[config.mk]
export PLATFORM = sky130hd
export DESIGN_NAME = xif_copro_result_stage
export DESIGN_NICKNAME = d
export VERILOG_FILES = /design/src/rtl/xif_copro_result_stage.sv
export SDC_FILE = /design/constraint.sdc
export NUM_CORES = 1
export LEC_CHECK = 0
export ABC_AREA = 0
export BUFFER_PORTS_ARGS = -buffer_cell sky130_fd_sc_hd__buf_4
export CORE_ASPECT_RATIO = 1.4
export CORE_MARGIN = 4
export CORE_UTILIZATION = 30
export CTS_BUF_LIST = sky130_fd_sc_hd__clkbuf_8
export CTS_CLUSTER_DIAMETER = 200
export DETAILED_ROUTE_END_ITERATION = 6
export GPL_TIMING_DRIVEN = 1
export MAX_ROUTING_LAYER = met4
export SLEW_MARGIN = 10
export SYNTH_ARGS = -nofsm -noshare
export SYNTH_HDL_FRONTEND = slang
export SYNTH_SLANG_ARGS = --single-unit
[constraint.sdc]
create_clock -name clk_i -period 11.75 [get_ports clk_i]
set_input_delay 0.5875 -clock clk_i [delete_from_list [all_inputs] [get_ports clk_i]]
set_output_delay 0.5875 -clock clk_i [all_outputs]
set_load 0.02 [all_outputs]
[src/rtl/xif_copro_result_stage.sv]
`default_nettype none
// ============================================================================
// Module      : xif_copro_result_stage
// Description : Merges execution and memory results into one ordered XIF
//               result stream, with a small FIFO and an empty-FIFO bypass.
// Revision    : 1.0 - initial release
// ============================================================================
module xif_copro_result_stage #(
  parameter int X_ID_WIDTH  = 4,
  parameter int X_RFW_WIDTH = 32,
  parameter int DEPTH       = 4
) (
  input  logic                   clk_i,
  input  logic                   rst_i,
  input  logic                   ex_valid_i,
  output logic                   ex_ready_o,
  input  logic [X_ID_WIDTH-1:0]  ex_id_i,
  input  logic [X_RFW_WIDTH-1:0] ex_data_i,
  input  logic [4:0]             ex_rd_i,
  input  logic                   ex_we_i,
  input  logic                   mem_valid_i,
  input  logic [X_ID_WIDTH-1:0]  mem_id_i,
  input  logic [X_RFW_WIDTH-1:0] mem_data_i,
  input  logic [4:0]             mem_rd_i,
  input  logic                   mem_we_i,
  output logic                   result_valid_o,
  input  logic                   result_ready_i,
  output logic [X_ID_WIDTH-1:0]  result_id_o,
  output logic [X_RFW_WIDTH-1:0] result_data_o,
  output logic [4:0]             result_rd_o,
  output logic                   result_we_o,
  output logic                   result_pending_o,
  output logic                   overflow_o
);

  localparam int c_PTR_W   = $clog2(DEPTH);
  localparam int c_CNT_W   = $clog2(DEPTH + 1);
  localparam int c_ENTRY_W = X_ID_WIDTH + X_RFW_WIDTH + 6;

  localparam logic [c_CNT_W-1:0] c_FULL    = c_CNT_W'(DEPTH);
  localparam logic [c_CNT_W-1:0] c_RESERVE = c_CNT_W'(DEPTH - 1);

  logic [c_ENTRY_W-1:0] r_fifo [DEPTH];
  logic [c_PTR_W-1:0]   r_rd_ptr;
  logic [c_PTR_W-1:0]   r_wr_ptr;
  logic [c_CNT_W-1:0]   r_count;
  logic                 r_overflow;

  logic                 w_nonempty;
  logic                 w_in_v;
  logic                 w_pop;
  logic                 w_bypass;
  logic                 w_drop;
  logic                 w_push;
  logic [c_ENTRY_W-1:0] w_in_entry;
  logic [c_ENTRY_W-1:0] w_out_entry;

  assign w_nonempty = (r_count != '0);

  // One slot always stays free for a memory result, which cannot be stalled.
  assign ex_ready_o = ~mem_valid_i & (r_count < c_RESERVE);
  assign w_in_v     = mem_valid_i | (ex_valid_i & ex_ready_o);
  assign w_in_entry = mem_valid_i ? {mem_id_i, mem_data_i, mem_rd_i, mem_we_i}
                                  : {ex_id_i,  ex_data_i,  ex_rd_i,  ex_we_i};

  assign w_pop    = w_nonempty & result_ready_i;
  assign w_bypass = ~w_nonempty & result_ready_i;
  assign w_drop   = mem_valid_i & (r_count == c_FULL) & ~w_pop;
  assign w_push   = w_in_v & ~w_bypass & ~w_drop;

  assign w_out_entry = w_nonempty ? r_fifo[r_rd_ptr] : w_in_entry;

  assign result_valid_o   = w_nonempty | w_in_v;
  assign result_id_o      = w_out_entry[c_ENTRY_W-1 -: X_ID_WIDTH];
  assign result_data_o    = w_out_entry[X_RFW_WIDTH+5 -: X_RFW_WIDTH];
  assign result_rd_o      = w_out_entry[5:1];
  assign result_we_o      = w_out_entry[0];
  assign result_pending_o = w_nonempty;
  assign overflow_o       = r_overflow;

  always_ff @(posedge clk_i) begin
    if (rst_i) begin
      r_rd_ptr   <= '0;
      r_wr_ptr   <= '0;
      r_count    <= '0;
      r_overflow <= 1'b0;
    end else begin
      if (w_pop)  r_rd_ptr <= r_rd_ptr + c_PTR_W'(1);
      if (w_push) r_wr_ptr <= r_wr_ptr + c_PTR_W'(1);
      if (w_push && !w_pop)      r_count <= r_count + c_CNT_W'(1);
      else if (!w_push && w_pop) r_count <= r_count - c_CNT_W'(1);
      if (w_drop) r_overflow <= 1'b1;
    end
  end

  // Storage needs no reset: the pointers and count define what is valid.
  always_ff @(posedge clk_i) begin
    if (w_push && !rst_i) r_fifo[r_wr_ptr] <= w_in_entry;
  end

endmodule
`default_nettype wire

==> reports/results.ini <==
[status]
status=finished clean

[critical_path]
cp_cell_sequence=nor3_4 -> buf_4 -> inv_2 -> or3_1 -> buf_4
path_max_fanout=44
crit_required_ns=11.16
rrSetupSlack_ns=9.15
critPathSlowestCell=inv_2
crit_arrival_ns=2.67
setup.worst_path.start_class=register
critPathMaxStageDelay_ns=0.49
crit_top_cell=buf_4
crit_type=register to output port
crit_path_end_kind=output port

[global_route]
grt_pass1_vias=4646
grtUsageTotal=0.1214
grt_first_pass_wirelength_mm=25.43
grt_overflow=0
grt_max_degree=48
antenna_found_initial=0

[timing]
worst_slew_pin_slew_ns=1.155
period_share=0.2768
setup_tns_ns=0
fmax_mhz=307.4
hold_viol=0
skew_ns=0.007291
final-setup-viol-count=0
post-route-min-period_ns=3.253
slew_violations=0
slew_headroom=0.2297
rsz0062_at_grt=false

[clock_network]
cts.hold.buffers_added=0
cts_max_level=4
root_buffer=clkbuf_8
cts_max_path_buffers=2
cts.repair.resized=0
clock_sinks=178
cts_buffers=17
postCtsSetupBuffers=0
clock_latency_ns=0.44
clk_pin_slew_worst_paths_ns=0.09
cts_tree=built

[placement]
place_congestion=0.7302
dp.cells=891
dp.final_hpwl_mm=10.17
io_buffers=134

[yosys]
synth_top_area_frac=0.6610
ys_seq_area_frac=0.6872
yosys.area.top_type=edfxtp_1
syn_area_per_cell_sq_um=16.52
yosys_warnings=0
synth-seq-cells=178
syn-cell-area_sq_mm=0.007632
synth_nets=557
synth_cell_types=34
netlist_instances=462
synth.area.top_cells=edfxtp_1 (66%), mux4_2 (12%), mux2_2 (6.2%)

[routing]
drt_wl_total_mm=16.23
ant_nets=0
drt-initial-drc-count=337
drt_pass1_iterations=4
drc=0
vias_per_cell=4.633
num_vias=4272
routedWlPerCell_um=17.61

[power]
total_power_uw=1975
p_per_area_mw_per_mm2=210.7
peakVddDrop_mv=0.1180
p_leak_uw=0.003405

[layout]
area_growth_pct=22.84
final_common_cell=edfxtp_1
drive_gt1_frac=0.4415
nNetsFinal=690
stdcell_count=922
final_cell_mix=edfxtp_1 (168), buf_4 (141), nand2_1 (126), mux2_2 (42), mux4_2 (42)
post-route-util=0.3774
diodes=0

[floorplan]
die_w_um=142.8
die_area_sq_mm=0.02809
std_cell_rows=68
fp.coreArea_sq_mm=0.02484
die_h_um=196.7
start_util=0.3072
ios=135

[hold_path]
hold_path.class=input port to register

[flow_run]
drv_cap=0

metal layers:
metal	vias to the layer above	share of wire	global-route usage
met1	2133	0.41	0.1443
met3	8	0.052	0.02888
met4	0	0.0087	0.03135
li1	2009	-	-
met2	122	0.53	0.2073
met5	-	0	-
Yosys cell counts:
cell type / n
edfxtp_1: 168
nor2_1: 8
nor3_2: 1
mux2i_1: 2
xor2_1: 4
or3_1: 1
buf_1: 1
mux2_4: 1
dfxtp_1: 10
clkbuf_1: 13
o31a_2: 1
a21boi_0: 1
nor3_1: 1
a211oi_1: 1
ha_1: 5
or4b_4: 1
o31ai_1: 1
nor3b_1: 4
o311ai_0: 1
fa_1: 1
nand2b_1: 2
a31oi_1: 1
nand2_1: 126
o21ai_0: 1
buf_2: 11
o221ai_2: 1
inv_4: 1
or3_2: 1
mux2_2: 42
a21oi_1: 1
buf_6: 2
inv_2: 1
inv_1: 4
mux4_2: 42
metrics by stage:
step,setup slack [ns],hold WS (ns),instance area [sq um]
6_report,8.497,0.4591,9375
5_1_grt,8.236,0.4204,9375
4_1_cts,8.392,0.4207,9375
3_5_place_dp,8.515,0.4617,8986
3_3_place_gp,8.680,0.4658,8986
2_1_floorplan,7.110,0.4807,7632
worst max-delay path: cells and delay by family (launching register included):
family,cells,cell delay [ns]
and+or+nand+nor,2,0.66
buffers and inverters,3,1.12
DFF,1,0.45
area by class of cell:
| type | instances | area, sq um |
|---|---|---|
| inverters | 6 | 25.02 |
| flip-flops and latches | 178 | 5250 |
| clock inverters | 14 | 155.1 |
| well taps | 315 | 394.1 |
| multi-input cells | 251 | 2258 |
| fillers | 2367 | 15470 |
| repair buffers | 141 | 1059 |
| clock buffers | 17 | 234.0 |
worst paths after layout:
check | from | end | cells after the start
max | r_count[0] | result_valid_o | 5
min reg2reg | overflow_o | overflow_o | 2
max reg2reg | r_count[0] | r_count[2] | 9
min | rst_i | overflow_o | 2
state kept, by name, summed over array words and instances, names as in the netlist, named ones only:
signal,flops
r_wr_ptr,2
r_rd_ptr,2
overflow_o,1
r_fifo,168
r_count,3
logic make-up after synthesis:
| family | after synthesis | synth area share |
|---|---|---|
| buffers and inverters | 33 | 0.02033 |
| adder cells (fa/ha/maj) | 6 | 0.01082 |
| XOR/XNOR | 4 | 0.004590 |
| multiplexers | 87 | 0.1905 |
| AND/OR/NAND/NOR | 145 | 0.07705 |
| AO/OA/AOI/OAI | 9 | 0.009508 |
| flip-flops | 178 | 0.6872 |
power breakdown:
group          switching (uW)  leakage, uW  total [uW]  internal [uW]
Clock                     218     0.000195         410            192
Combinational             407      0.00160         726            319
Sequential               65.9      0.00161         840            774
Total                     691      0.00341        1980           1280
Power figures use the tool's default switching activity.
